<file path="config.mk">
export PLATFORM = sky130hd
export DESIGN_NAME = datapath_sequencer
export DESIGN_NICKNAME = d
export VERILOG_FILES = /design/src/rtl/datapath_pkg.sv /design/src/rtl/mem_wait_timer.sv /design/src/rtl/datapath_sequencer.sv
export SDC_FILE = /design/constraint.sdc
export NUM_CORES = 1
export LEC_CHECK = 0
export ABC_AREA = 1
export BUFFER_PORTS_ARGS = -buffer_cell sky130_fd_sc_hd__buf_2
export CORE_MARGIN = 2
export CORE_UTILIZATION = 40
export DETAILED_ROUTE_END_ITERATION = 16
export PLACE_DENSITY = 0.62
export REMOVE_ABC_BUFFERS = 1
export SLEW_MARGIN = 10
export SYNTH_ARGS = -nofsm -noshare
export SYNTH_HDL_FRONTEND = slang
export SYNTH_SLANG_ARGS = --single-unit
</file>
<file path="constraint.sdc">
create_clock -name clk -period 2.18 [get_ports clk]
set_input_delay 0.436 -clock clk [delete_from_list [all_inputs] [get_ports clk]]
set_output_delay 0.436 -clock clk [all_outputs]
set_load 0.02 [all_outputs]
</file>
<file path="src/rtl/datapath_pkg.sv">
// Shared types and encodings for the datapath sequencer.
// Instruction word: opcode[15:12], rd[11:8], imm8[7:0].
package datapath_pkg;

   typedef enum logic [2:0] {
      S_IDLE   = 3'd0,
      S_FETCH  = 3'd1,
      S_DECODE = 3'd2,
      S_EXEC   = 3'd3,
      S_MEM    = 3'd4,
      S_WB     = 3'd5,
      S_HALT   = 3'd6,
      S_ERROR  = 3'd7
   } state_e;

   localparam logic [3:0] OP_NOP  = 4'h0;
   localparam logic [3:0] OP_ADD  = 4'h1;
   localparam logic [3:0] OP_SUB  = 4'h2;
   localparam logic [3:0] OP_AND  = 4'h3;
   localparam logic [3:0] OP_OR   = 4'h4;
   localparam logic [3:0] OP_ADDI = 4'h5;
   localparam logic [3:0] OP_LD   = 4'h6;
   localparam logic [3:0] OP_ST   = 4'h7;
   localparam logic [3:0] OP_BEQ  = 4'h8;
   localparam logic [3:0] OP_HALT = 4'hF;

   localparam logic [2:0] ALU_ADD = 3'd0;
   localparam logic [2:0] ALU_SUB = 3'd1;
   localparam logic [2:0] ALU_AND = 3'd2;
   localparam logic [2:0] ALU_OR  = 3'd3;

   localparam int OPC_MSB = 15;
   localparam int OPC_LSB = 12;
   localparam int RD_MSB  = 11;
   localparam int RD_LSB  = 8;
   localparam int IMM_MSB = 7;
   localparam int IMM_LSB = 0;

endpackage

</file>
<file path="src/rtl/mem_wait_timer.sv">
// Counts cycles a memory request waits; expired flags the cycle the count would reach MEM_TIMEOUT.
// Zero latency on expired; MEM_TIMEOUT = 0 never expires.
module mem_wait_timer #(
   parameter int MEM_TIMEOUT = 255,
   parameter int CNT_W       = 8
) (
   input  logic clk,
   input  logic rst_n,
   input  logic clr,
   input  logic inc,
   output logic expired
);

   localparam logic [CNT_W-1:0] LAST = CNT_W'(MEM_TIMEOUT - 1);

   logic [CNT_W-1:0] cnt_q, cnt_d;

   always_comb begin
      cnt_d = cnt_q;
      if (clr)
         cnt_d = '0;
      else if (inc && (cnt_q != '1))
         cnt_d = cnt_q + CNT_W'(1);
   end

   always_ff @(posedge clk) begin
      if (!rst_n)
         cnt_q <= '0;
      else
         cnt_q <= cnt_d;
   end

   // The wait cycle that brings the count to the limit is the last one tolerated.
   assign expired = (MEM_TIMEOUT != 0) && inc && (cnt_q == LAST);

endmodule

</file>
<file path="src/rtl/datapath_sequencer.sv">
// Multi-cycle FETCH/DECODE/EXEC/MEM/WB controller; memory waits on req/ready with bounded timeout.
// SEQ_PERF_COUNTERS_EN adds instr_retired/stall_cycles saturating counters.
module datapath_sequencer
   import datapath_pkg::*;
#(
   parameter int MEM_TIMEOUT = 255,
   parameter int CNT_W       = 8
) (
   input  logic        clk,
   input  logic        rst_n,
   input  logic        start,
   input  logic [15:0] instr,
   input  logic        mem_ready,
   input  logic        alu_zero,
   output logic        mem_req,
   output logic        mem_we,
   output logic        ir_load,
   output logic        pc_inc,
   output logic        pc_load,
   output logic        alu_src_imm,
   output logic [2:0]  alu_op,
   output logic        reg_we,
   output logic        wb_sel,
   output logic        busy,
   output logic        halted,
`ifdef SEQ_PERF_COUNTERS_EN
   output logic [15:0] instr_retired,
   output logic [15:0] stall_cycles,
`endif
   output logic        error
);

   state_e      state_q, state_d;
   logic [15:0] ir_q;
   logic [3:0]  opcode;
   logic        wait_inc, timer_clr, timer_expired;
   logic        unused_ir_bits;

   assign opcode         = ir_q[OPC_MSB:OPC_LSB];
   assign unused_ir_bits = ^ir_q[RD_MSB:IMM_LSB];

   always_ff @(posedge clk) begin
      if (!rst_n) begin
         state_q <= S_IDLE;
         ir_q    <= '0;
      end else begin
         state_q <= state_d;
         if (ir_load)
            ir_q <= instr;
      end
   end

   assign wait_inc  = rst_n && ((state_q == S_FETCH) || (state_q == S_MEM)) && !mem_ready;
   assign timer_clr = mem_ready ||
                      ((state_d != state_q) && ((state_d == S_FETCH) || (state_d == S_MEM)));

   mem_wait_timer #(.MEM_TIMEOUT(MEM_TIMEOUT), .CNT_W(CNT_W)) u_timer (
      .clk     (clk),
      .rst_n   (rst_n),
      .clr     (timer_clr),
      .inc     (wait_inc),
      .expired (timer_expired)
   );

   always_comb begin
      state_d     = state_q;
      mem_req     = 1'b0;
      mem_we      = 1'b0;
      ir_load     = 1'b0;
      pc_inc      = 1'b0;
      pc_load     = 1'b0;
      alu_src_imm = 1'b0;
      alu_op      = ALU_ADD;
      reg_we      = 1'b0;
      wb_sel      = 1'b0;
      busy        = 1'b1;
      halted      = 1'b0;
      error       = 1'b0;
      unique case (state_q)
         S_IDLE: begin
            busy = 1'b0;
            if (start) state_d = S_FETCH;
         end
         S_FETCH: begin
            mem_req = 1'b1;
            if (mem_ready) begin
               ir_load = 1'b1;
               pc_inc  = 1'b1;
               state_d = S_DECODE;
            end else if (timer_expired) begin
               state_d = S_ERROR;
            end
         end
         S_DECODE: begin
            unique case (opcode)
               OP_NOP:                            state_d = S_FETCH;
               OP_ADD, OP_SUB, OP_AND, OP_OR,
               OP_ADDI, OP_LD, OP_ST, OP_BEQ:     state_d = S_EXEC;
               OP_HALT:                           state_d = S_HALT;
               default:                           state_d = S_ERROR;
            endcase
         end
         S_EXEC: begin
            unique case (opcode)
               OP_ADD:  begin alu_op = ALU_ADD; state_d = S_WB; end
               OP_SUB:  begin alu_op = ALU_SUB; state_d = S_WB; end
               OP_AND:  begin alu_op = ALU_AND; state_d = S_WB; end
               OP_OR:   begin alu_op = ALU_OR;  state_d = S_WB; end
               OP_ADDI: begin alu_src_imm = 1'b1; state_d = S_WB; end
               OP_LD, OP_ST: begin alu_src_imm = 1'b1; state_d = S_MEM; end
               OP_BEQ: begin
                  alu_op  = ALU_SUB;
                  pc_load = alu_zero;
                  state_d = S_FETCH;
               end
               default: state_d = S_ERROR;
            endcase
         end
         S_MEM: begin
            mem_req = 1'b1;
            mem_we  = (opcode == OP_ST);
            if (mem_ready)
               state_d = (opcode == OP_LD) ? S_WB : S_FETCH;
            else if (timer_expired)
               state_d = S_ERROR;
         end
         S_WB: begin
            reg_we  = 1'b1;
            wb_sel  = (opcode == OP_LD);
            state_d = S_FETCH;
         end
         S_HALT: begin
            busy   = 1'b0;
            halted = 1'b1;
         end
         S_ERROR: begin
            busy  = 1'b0;
            error = 1'b1;
         end
         default: state_d = S_ERROR;
      endcase
      // Reset silences every output in the reset cycle itself, even mid-handshake.
      if (!rst_n) begin
         mem_req     = 1'b0;
         mem_we      = 1'b0;
         ir_load     = 1'b0;
         pc_inc      = 1'b0;
         pc_load     = 1'b0;
         alu_src_imm = 1'b0;
         alu_op      = ALU_ADD;
         reg_we      = 1'b0;
         wb_sel      = 1'b0;
         busy        = 1'b0;
         halted      = 1'b0;
         error       = 1'b0;
      end
   end

`ifdef SEQ_PERF_COUNTERS_EN
   logic [15:0] retired_q, stall_q;
   logic        retire;

   assign retire = (state_d == S_FETCH) &&
                   (state_q inside {S_DECODE, S_EXEC, S_MEM, S_WB});

   always_ff @(posedge clk) begin
      if (!rst_n) begin
         retired_q <= '0;
         stall_q   <= '0;
      end else begin
         if (retire && (retired_q != 16'hFFFF))
            retired_q <= retired_q + 16'd1;
         if (wait_inc && (stall_q != 16'hFFFF))
            stall_q <= stall_q + 16'd1;
      end
   end

   assign instr_retired = retired_q;
   assign stall_cycles  = stall_q;
`else
   // No performance state in this build.
`endif

endmodule

</file>
Word level (Yosys, flattened, before mapping):

Memory sizes are Yosys's and may differ from the RTL's. A register that Yosys moved wholly into a read port is not among the register bits.
Index checks and enable logic that the tools add are counted.

* bits of input ports: 21
* output and inout bits: 14
* flip-flop bits (word level): 27
* logic and storage cells: 78
* memories: 1
* bits in read-only memories: 48

* equal/unequal tests: 20
* reduce and logical (&&, ||, !) cells: 17
* add/sub/neg operators: 1
* bitwise logic cells: 1
* multiplexer cells: 35

Memories
* (name not given): depth 16, width 3, read ports 1, clocked after Yosys merged registers in 1, write ports 0, RTL line datapath_sequencer.sv:95 `unique case (opcode)`

Operator list (number)
* two-way mux 1 bit: 23
* two-way mux 3 bit: 6
* case mux 3 bit (6 select lines): 1
* == test 4 x 3 -> 1 bit (second input constant): 4
* == test 3 bit (second input constant): 5
* case mux 3 bit (3 select lines): 1
* adder 8 x 1 -> 8 bit (second input constant): 1
* == test 4 x 2 -> 1 bit (second input constant): 2
* == test 8 bit (second input constant): 1
* two-way mux 4 bit: 2
* inequality test 8 bit (second input constant): 1
* OR reduction 2 bit: 4
* == test 3 x 1 -> 1 bit (second input constant): 2
* == test 3 x 2 -> 1 bit (second input constant): 2
* case mux 2 bit (3 select lines): 1
* OR reduction 3 bit: 2
* logical AND 1 bit: 5
* OR reduction 5 bit: 1
* == test 4 x 1 -> 1 bit (second input constant): 1
* == test 4 bit (second input constant): 1
* zero test 3 bit: 1
* logical OR 1 bit: 3
* inequality test 3 bit: 1
* two-way mux 2 bit: 1
* 2 further kinds: 2

Depth between registers and ports, before layout:

Gate-level depths: netlist of run 1.

* word-level depth: 13
* gate-level depth with buffers: 15
* depth with buffers taken out: 14

By module:

Synthesis of run 1 repeated with hierarchy kept, for this count alone.

* cell total of the unflattened synthesis: 210
* area, all modules: 1265.0 um^2

By module, submodules not included
* datapath_sequencer: cells an instance 144, area each 823.3 um^2, seq. area each 200.2 um^2, times used 1
* mem_wait_timer: cells an instance 66, area each 441.7 um^2, seq. area each 160.2 um^2, times used 1

Worst setup path after synthesis of run 1:

No wires, ideal clock.

* kind: reg-to-output
* start point: register state_q[2]
* end point: output port pc_load
* stages on the path, launching flop included: 6
* arrival time: 1.269 ns
* required time: 1.744 ns
* buffers on the path: 0
* path slack: 0.475 ns
* path through: dfxtp_1 inv_4 nand2_2 nor2_2 nand2_1 nor3b_1

* longest elaborated chain between the ends: 3

Ends and longest elaborated chain
* from (decl): RTL line datapath_sequencer.sv:33 `state_e state_q, state_d;`
* from (signal assigned): RTL line datapath_sequencer.sv:47 `state_q <= state_d;`
* == test 3 x 2 -> 1 bit: RTL line datapath_sequencer.sv:79 `unique case (state_q)`
* two-way mux 1 bit: RTL line datapath_sequencer.sv:79
* two-way mux 1 bit: RTL line datapath_sequencer.sv:143 `if (!rst_n) begin`
* to (decl): RTL line datapath_sequencer.sv:19 `output logic pc_load,`

Every way passes these cells.

Worst setup path in the final report of run 1:

* start point: register ir_q[14]
* end point: output port alu_op[1]

* longest elaborated chain between the ends: 5
* elaborated cells between the ends (all ways): 8
* classes of those cells: eq/ne: 4; mux: 3; reduce/logical: 1

Ends and longest elaborated chain
* from (decl): RTL line datapath_sequencer.sv:34 `logic [15:0] ir_q;`
* from (signal assigned): RTL line datapath_sequencer.sv:49 `ir_q <= instr;`
* == test 4 bit or == test 4 x 2 -> 1 bit (tied branches): RTL line datapath_sequencer.sv:104 `unique case (opcode)`
* OR reduction 2 bit (no line)
* case mux 2 bit (3 select lines) *: RTL line datapath_sequencer.sv:104
* two-way mux 2 bit *: RTL line datapath_sequencer.sv:79
* two-way mux 3 bit *: RTL line datapath_sequencer.sv:143
* to (decl): RTL line datapath_sequencer.sv:21 `output logic [2:0] alu_op,`

Mark *: on every way between the ends. The rest lies on a longest branch, timed or not.

==> results.yml, run 1 <==
run_status:
  outcome: "finished, final reports clean"
finish:
  post_route_cells_drive_above_1_share_pct: 32.5
  instances_no_fill: 244
  fin_nets: 224
  area_delta_synth_final_pct: 13.5
  diodes: 0
  stdcell_area_um2: 1460
flow_run:
  drv_cap: 0
global_route:
  grt_pass1_wl_mm: 4.46
  first_global_vias: 1047
  grt_max_degree: 11
  overflow: 0
  grt_usage_pct: 15.8
  antenna_found_initial: 0
logic_synthesis:
  ys_warn_count: 0
  syn_inst: 178
  synth_flop_cell: "dfxtp_1"
  synth_edf_count: 0
  syn_area_per_cell_um2: 7.25
  ys_types: 36
  synthArstFlopShare_pct: 0
  syn_area_um2: 1290
  yosysSeqAreaShare_pct: 27.9
  synth.ff_latch_count: 18
floorplanning:
  die_w_um: 60.8
  die_h_um: 60.8
  core_area_um2: 3050
  io_pins: 35
  start_util_pct: 42.3
  die_area_um2: 3700
  rows: 20
hold_path:
  holdPathStages: 3
  holdCritPathClass: "input port to flip-flop"
  hold-path-endpoint: "state_q[0]"
  hold_start: "rst_n"
sta:
  finalHoldViolations: 0
  layout_min_cycle_time_ns: 1.95
  rsz0062_at_grt: "false"
  slew_viol_final: 0
  finClkSkew_ns: 0.00163
  setup_violations: 0
  finalSetupTns_ns: 0
  fin_crit_sh_pct: 89.5
  hold_slack_ns: 0.418
  fmax_mhz: 512
routing:
  drtIter0Drc: 52
  ant_nets: 0
  wl_per_cell_um: 10.2
  vias_per_cell: 4.68
  dr_total_vias: 1143
  dr.pass1.iters: 4
  drc: 0
  drt-total-wl_mm: 2.50
worst_setup_path:
  critPathRequiredTime_ns: 1.74
  rrSetupSlack_ns: 0.41
  path_class: "flip-flop to output port"
  r2r_start: "ir_q[13]"
  cp_max_fo: 4
  reg2reg_to: "u_timer.cnt_q[0]"
  end_kind: "output port"
  r2r.worst_path.cells: 12
  worstPathArrival_ns: 1.52
  start_kind: "flip-flop"
clocking:
  insertion_delay_ns: 0.29
  cts.sinks: 18
  ctsHtreeMaxLevel: 1
  root_buffer: "clkbuf_4"
  tritoncts: "done"
  clk_pin_slew_ns: 0.10
  cts_buffers: 3
  clock_path_buffers: 2
power_and_ir_drop:
  leakagePower_nw: 0.691
  sw_frac_of_total_pct: 30.5
  internal_power_w: 0.000494
  clock_power_share_pct: 28.6
  power_density_nw_per_um2: 485
  power_frac_comb_pct: 21.1
  max-vdd-ir-drop_v: 0.000305
  seqPwrFrac_pct: 50.3
  p_sw_w: 0.000216
place:
  portBuffers: 21
  place_congestion: 0.905
  dp_cells: 240
  dp_hpwl_mm: 2.03
  place_area_um2: 1430
## layer usage
metal | wire length [um] | part of all wire (%) | GRT usage, % | vias up
li1 | - | - | - | 606
met1 | 1220 | 49 | 20.7 | 509
met2 | 1160 | 46 | 26.3 | 21
met3 | 70 | 2.8 | 1.92 | 7
met4 | 57 | 2.3 | 6.83 | 0
met5 | 0 | 0 | 0 | -
## power by group through the flow
stage	sequential (W)	clock [W]	combinational, W
after floorplan	0.000360	0	0.000114
after global placement	0.000363	0	0.000146
after detailed placement	0.000364	0	0.000149
after CTS	0.000356	0.000210	0.000150
after global routing	0.000359	0.000228	0.000169
final	0.000357	0.000203	0.000150
## cells in the mapped netlist, types with 4 or more instances
cell	number	area, um2
inv_1	22	82.6
nand3_2	4	40.0
a21oi_1	5	25.0
nor3_1	8	40.0
inv_2	5	18.8
xor2_1	4	35.0
nand2_1	33	124
nor2_4	4	45.0
dfxtp_1	18	360
nand2_2	5	31.3
nand3_1	11	55.1
nor2_1	16	60.1
nor2_2	10	62.6
## final cells by class
class,count,area [um2]
multi-input cells,127,785
flip-flops and latches,18,362
inverters,29,114
clock buffers,4,36.3
repair buffers,22,113
well taps,44,55.1
fillers,319,1590
## worst max path at each step
stage	start	end	slack, ns
after floorplan	state_q[0]	pc_load	0.39
final	ir_q[14]	alu_op[1]	0.23
after detailed placement	state_q[0]	u_timer.cnt_q[1]	0.37
after global routing	ir_q[14]	alu_op[1]	0.06
after CTS	state_q[0]	alu_op[0]	0.10
after global placement	state_q[0]	u_timer.cnt_q[6]	0.40
## stage by stage
stage | setup slack, ns | util (%) | total power [W]
floorplan | 0.390 | - | 0.000474
global placement | 0.402 | 46.7 | 0.000510
detailed placement | 0.371 | 46.7 | 0.000513
CTS | 0.103 | 47.9 | 0.000717
global route | 0.0560 | 48.0 | 0.000756
finish | 0.229 | 48.0 | 0.000710
## cell families after synthesis
logic type	after synthesis	synth area share [%]
XOR/XNOR	7	4.75
AO/OA/AOI/OAI	14	8.44
AND/OR/NAND/NOR	103	45.4
flip-flops	18	27.9
buffers and inverters	33	11.3
other	1	0.291
adder cells (fa/ha/maj)	2	1.94
## layout by cell type, fill, tap and decap left out, types with 2 or more instances in the layout
cell type,synthesis,layout
a21oi_1,5,5
buf_2,1,21
clkbuf_4,0,3
dfxtp_1,18,17
ha_1,2,2
inv_1,22,22
inv_2,5,5
inv_4,2,2
nand2_1,33,33
nand2_2,5,5
nand2_4,2,2
nand3_1,11,11
nand3_2,4,4
nand3_4,2,2
nand4_1,2,2
nor2_1,16,16
nor2_2,10,10
nor2_4,4,4
nor3_1,8,8
nor3b_1,2,2
o21ai_0,2,2
xnor2_1,3,3
xor2_1,4,4
## critical path, cell delays in order, from the launching register on
cell and delay (ns):
dfxtp_1 0.34, inv_1 0.09, nor2_1 0.19, inv_1 0.08, nor3_1 0.20, a31oi_1 0.07, nor2_1 0.09, buf_2 0.17
## repair_timing
item                                   4_1_cts  5_1_grt
setup buffers                                0        0
hold buffers                                 0        0
endpoints found under the hold margin        0        0
gates resized for setup                      0        1
setup endpoints to repair                    0        2
Note: power is estimated with default switching activity, not from simulation.
==> run 2: changes to the inputs <==
--- a/config.mk
+++ b/config.mk
@@ -7,6 +7,7 @@
 export LEC_CHECK = 0
 export ABC_AREA = 1
 export BUFFER_PORTS_ARGS = -buffer_cell sky130_fd_sc_hd__buf_2
+export CORE_ASPECT_RATIO = 1.25
 export CORE_MARGIN = 2
 export CORE_UTILIZATION = 40
 export DETAILED_ROUTE_END_ITERATION = 16
==> run 2 against run 1 <==
Compared with the run above: non-clock buffer count did not move; register-to-register slack got worse by 0.04 ns; final cell count fell by 2.9%; final area rose by 0.60%; highest routed layer unchanged; power rose by 9.0%; die area barely moved; first-iteration DRC count fell by 69%; largest power group unchanged.
==> results.yml, run 2 (synthesis results as in run 1) <==
routing:
  wl_per_cell_um: 10.4
  ant_nets: 0
  dr.pass1.iters: 4
  dr_total_vias: 1116
  drc: 0
  drtIter0Drc: 16
  drt-total-wl_mm: 2.46
  vias_per_cell: 4.71
power_and_ir_drop:
  leakagePower_nw: 0.698
  p_sw_w: 0.000222
  power_frac_comb_pct: 19.0
  max-vdd-ir-drop_v: 0.000348
  finalPower_w: 0.000774
  seqPwrFrac_pct: 46.0
  sw_frac_of_total_pct: 28.7
  power_density_nw_per_um2: 525
  internal_power_w: 0.000552
  clock_power_share_pct: 35.0
clocking:
  clk_pin_slew_ns: 0.06
  cts.sinks: 18
  post_cts_buffers: 0
  cts_resized: 0
  cts_hold_buf: 0
  insertion_delay_ns: 0.25
  root_buffer: "clkbuf_8"
  ctsHtreeMaxLevel: 1
  cts_buffers: 3
  tritoncts: "done"
  clock_path_buffers: 2
finish:
  diodes: 0
  mostFrequentLayoutCells: "nand2_1, inv_1, buf_2"
  fin_nets: 224
  instances_no_fill: 237
  post_route_cells_drive_above_1_share_pct: 32.0
  final_common_cell: "nand2_1"
  stdcell_area_um2: 1470
  area_delta_synth_final_pct: 14.2
worst_setup_path:
  r2r.worst_path.cells: 13
  reg2reg_to: "u_timer.cnt_q[6]"
  path_class: "flip-flop to output port"
  end_kind: "output port"
  r2r_start: "state_q[0]"
  max_stage_delay_ns: 0.57
  path_cells: "inv_4 -> nor2_2 -> nand2_1 -> o21bai_1 -> inv_1 -> buf_2"
  start_kind: "flip-flop"
  crit_start: "state_q[0]"
  worstSetupEndpoint: "alu_op[0]"
  critPathRequiredTime_ns: 1.74
  worstPathArrival_ns: 1.59
  rrSetupSlack_ns: 0.37
  slowest_stage: "dfxtp_1"
  cp_max_fo: 8
hold_path:
  holdCritPathClass: "input port to flip-flop"
global_route:
  first_global_vias: 986
  grt_max_degree: 11
  antenna_found_initial: 0
  grt_usage_pct: 15.0
  overflow: 0
  grt_pass1_wl_mm: 3.99
place:
  dp_hpwl_mm: 1.98
  portBuffers: 21
  place_congestion: 0.728
  place_area_um2: 1420
  dp_cells: 233
sta:
  layout_min_cycle_time_ns: 2.02
  fmax_mhz: 494
  setup_violations: 0
  finClkSkew_ns: 0.00495
  rsz0062_at_grt: "false"
  finalSetupTns_ns: 0
  fin_crit_sh_pct: 92.8
  slew_viol_final: 0
  hold_slack_ns: 0.465
  finalHoldViolations: 0
floorplanning:
  die_h_um: 67.5
  rows: 23
  die_w_um: 54.8
  io_pins: 35
  start_util_pct: 41.1
  core_area_um2: 3140
  die_area_um2: 3700
run_status:
  outcome: "finished, final reports clean"
flow_run:
  drv_cap: 0
-- run 2: worst min-delay path by stage --
stage                     slack [ns]                to             start  cells past startpoint
after floorplan                 0.52  u_timer.cnt_q[7]  u_timer.cnt_q[7]                      3
after global placement          0.54  u_timer.cnt_q[5]  u_timer.cnt_q[5]                      3
after detailed placement        0.53  u_timer.cnt_q[5]  u_timer.cnt_q[5]                      3
after CTS                       0.47        state_q[0]             rst_n                      3
after global routing            0.48          ir_q[13]         instr[13]                      3
final                           0.47        state_q[0]             rst_n                      3
-- run 2: metrics by stage --
step | worst slack (ns) | utilization, %
after global routing | 0.0341 | 46.9
after global placement | 0.382 | 45.2
after floorplan | 0.390 | -
after CTS | 0.159 | 46.9
after detailed placement | 0.369 | 45.2
final | 0.158 | 46.9
-- run 2: area by class of cell --
cell class / count / area [um2]
Clock buffer: 4 / 55.1
Sequential cell: 18 / 360
Timing Repair Buffer: 22 / 113
Inverter: 29 / 114
Multi-Input combinational cell: 127 / 785
Tap cell: 37 / 46.3
Fill cell: 326 / 1660
-- run 2: worst max-delay path: cells and delay by family, from the launching register on --
family	cells	cell delay, ns
AND/OR/NAND/NOR	2	0.31
buffers and inverters	3	0.29
flip-flops	1	0.57
AO/OA/AOI/OAI	1	0.17
-- run 2: power groups by stage --
stage | clock network (W) | logic, W | registers (W)
global route | 0.000294 | 0.000166 | 0.000357
global placement | 0 | 0.000149 | 0.000363
floorplan | 0 | 0.000114 | 0.000360
finish | 0.000271 | 0.000147 | 0.000356
detailed placement | 0 | 0.000148 | 0.000363
CTS | 0.000281 | 0.000149 | 0.000355
-- run 2: metal layers --
| metal | wire length (um) | track usage (%) | vias up |
|---|---|---|---|
| li1 | - | - | 603 |
| met1 | 1080 | 16.0 | 498 |
| met2 | 1300 | 28.4 | 11 |
| met3 | 47 | 2.65 | 4 |
| met4 | 25 | 4.69 | 0 |
| met5 | 0 | 0 | - |
==> run 3: changes to the inputs <==
--- a/config.mk
+++ b/config.mk
@@ -16,4 +16,5 @@
 export SLEW_MARGIN = 10
 export SYNTH_ARGS = -nofsm -noshare
 export SYNTH_HDL_FRONTEND = slang
+export SYNTH_HIERARCHICAL = 1
 export SYNTH_SLANG_ARGS = --single-unit
==> run 3 against run 2 <==
Compared with the run above: the run now ends with setup timing left; clock skew hardly changed; maximum frequency fell by 16%; area after synthesis down 1.9%; critical path type is now flip-flop to flip-flop.
==> results.yml, run 3 <==
sta:
  layout_min_cycle_time_ns: 2.40
  slew_viol_final: 0
  fin_crit_sh_pct: 110
  layout_setup_ws_ns: -0.218
  fmax_mhz: 417
  finalHoldViolations: 0
  rsz0062_at_grt: "true"
  setup_violations: 8
  finClkSkew_ns: 0.00543
global_route:
  grt_pass1_wl_mm: 5.45
  antenna_found_initial: 0
  overflow: 0
  grt_usage_pct: 20.5
  grt_max_degree: 13
  first_global_vias: 1353
hold_path:
  holdCritPathClass: "input port to flip-flop"
  hold-path-endpoint: "ir_q[12]"
  hold_start: "instr[12]"
  holdPathStages: 3
routing:
  dr_total_vias: 1506
  drt-total-wl_mm: 3.46
  ant_nets: 0
  drc: 0
  dr.pass1.iters: 4
  drtIter0Drc: 27
  vias_per_cell: 4.86
  wl_per_cell_um: 11.2
place:
  place_congestion: 0.855
  dp_hpwl_mm: 2.50
  portBuffers: 21
  dp_cells: 291
clocking:
  cts.sinks: 18
  tritoncts: "done"
  clk_pin_slew_ns: 0.11
  clock_path_buffers: 2
  ctsHtreeMaxLevel: 1
  cts_buffers: 3
  root_buffer: "clkbuf_4"
  insertion_delay_ns: 0.29
worst_setup_path:
  path_cells: "nor2_2 -> nand2_1 -> nand2_2 -> inv_2 -> nor3_4 -> nand2_2 -> nor4_4 -> inv_2 -> buf_4 -> nand3_1 -> a21oi_2 -> nand4_1 -> nand2_1 -> nand2_1 -> nor2_1 -> nand2_1 -> nand2_2 -> nor2_4 -> o21ai_1 -> nor2_1"
  crit_family: "simple AND/OR/NAND/NOR gates"
  path_buf_inv: 3
  worstPathArrival_ns: 2.63
  r2r.worst_path.cells: 20
  max_stage_delay_ns: 0.35
  reg2reg_to: "u_timer/cnt_q[4]"
  start_kind: "flip-flop"
  cp_max_fo: 7
  rrSetupSlack_ns: -0.22
  critPathRequiredTime_ns: 2.41
  slowest_stage: "dfxtp_2"
  r2r_start: "state_q[1]"
  path_class: "flip-flop to flip-flop"
  crit_top_cell: "nand2_1"
  end_kind: "flip-flop"
floorplanning:
  core_area_um2: 2970
  start_util_pct: 42.6
  die_area_um2: 3630
  io_pins: 35
  rows: 22
  die_h_um: 66.9
  die_w_um: 54.3
finish:
  final_util_pct: 60.8
  final_common_cell: "nand2_1"
  area_delta_synth_final_pct: 42.8
  fin_nets: 298
  mostFrequentLayoutCells: "nand2_1, buf_4, nor2_1"
  diodes: 0
  instances_no_fill: 310
  post_route_cells_drive_above_1_share_pct: 37.2
logic_synthesis:
  synth_top_area_share_pct: 28.5
  synth.ff_latch_count: 18
  syn_inst: 210
  yosys.area.top_type: "dfxtp_1"
  ys_warn_count: 6
  synth_mux_area_share_pct: 0
  synth_edf_count: 0
  syn_area_per_cell_um2: 6.02
  synth_commonest_cells: "nand2_1, nor2_1, inv_1, nand3_1, dfxtp_1"
  yosysSeqAreaShare_pct: 28.5
  syn_area_um2: 1260
  synthArstFlopShare_pct: 0
  synth_flop_cell: "dfxtp_1"
  synth.most_common_cell: "nand2_1"
  synth_top_family_by_area: "simple AND/OR/NAND/NOR gates"
  synth-xor-area-share_pct: 1.38
  synth-adder-area-share_pct: 1.98
  ys_types: 29
  synth_simple_gate_area_share_pct: 45.5
  synthTopCellsByArea: "dfxtp_1, nand2_1, nor2_1"
  synth_compound_area_share_pct: 10.8
power_and_ir_drop:
  power_density_nw_per_um2: 461
  finalPower_w: 0.000833
  leakagePower_nw: 0.951
  max-vdd-ir-drop_v: 0.000326
run_status:
  violations: "setup timing"
  outcome: "complete, but fails checks"
flow_run:
  drv_cap: 0
==> run 3: worst register-to-register path: stages (launching register included) <==
cell and delay [ns]:
dfxtp_2 0.35, nor2_2 0.12, nand2_1 0.09, nand2_2 0.10
inv_2 0.06, nor3_4 0.15, nand2_2 0.09, nor4_4 0.18
inv_2 0.10, buf_4 0.14, nand3_1 0.09, a21oi_2 0.07
nand4_1 0.10, nand2_1 0.06, nand2_1 0.07, nor2_1 0.05
nand2_1 0.08, nand2_2 0.07, nor2_4 0.19, o21ai_1 0.10
nor2_1 0.10
==> run 3: worst max path at each step <==
stage / from / to / slack (ns) / depth (start not counted)
after floorplan: state_q[0] / u_timer/cnt_q[0] / -0.62 / 21
after detailed placement: state_q[1] / u_timer/cnt_q[0] / -0.55 / 21
after CTS: state_q[1] / u_timer/cnt_q[2] / -0.13 / 21
final: state_q[1] / u_timer/cnt_q[4] / -0.22 / 20
after global placement: state_q[1] / u_timer/cnt_q[2] / -0.38 / 19
after global routing: state_q[1] / u_timer/cnt_q[4] / -0.50 / 21
==> run 3: kinds of logic after synthesis <==
family	Yosys count
AND/OR/NAND/NOR	128
other	1
AO/OA/AOI/OAI	24
buffers and inverters	35
XOR/XNOR	2
flip-flops	18
adder cells (fa/ha/maj)	2
==> run 3: per-stage QoR <==
stage / cell area, um2 / setup TNS [ns] / setup slack (ns) / hold slack, ns
6_report: 1810 / -1.53 / -0.218 / 0.423
4_1_cts: 1750 / -0.837 / -0.131 / 0.417
2_1_floorplan: 1230 / -4.74 / -0.624 / 0.478
3_3_place_gp: 1600 / -2.78 / -0.383 / 0.528
3_5_place_dp: 1600 / -3.98 / -0.549 / 0.518
5_1_grt: 1810 / -3.60 / -0.496 / 0.412
==> run 3: metal layers <==
| metal | track usage [%] | routed length [um] |
|---|---|---|
| met4 | 13.1 | 96 |
| met3 | 2.47 | 116 |
| met5 | 0 | 0 |
| met1 | 22.1 | 1470 |
| met2 | 36.1 | 1770 |
==> run 3: layout make-up <==
type                            count  area [um2]
Clock buffer                        4        36.3
Fill cell                         292        1170
Inverter                           31         116
Multi-Input combinational cell    157         818
Sequential cell                    18         363
Tap cell                           36        45.0
Timing Repair Buffer               64         428
==> run 3: timing repair <==
action                                  in CTS  in global routing
endpoints found under the setup margin       8                 11
hold buffers                                 0                  0
endpoints found under the hold margin        0                  0
buffers inserted                            12                  3
pin swaps                                    4                  4
resized for setup                           11                  9
==> run 3: power by group <==
group / total (W) / switching, W / internal, W
clock: 0.000205 / 0.000104 / 0.000102
sequential: 0.000358 / 0.0000128 / 0.000345
combinational: 0.000270 / 0.000148 / 0.000122
total: 0.000833 / 0.000264 / 0.000569
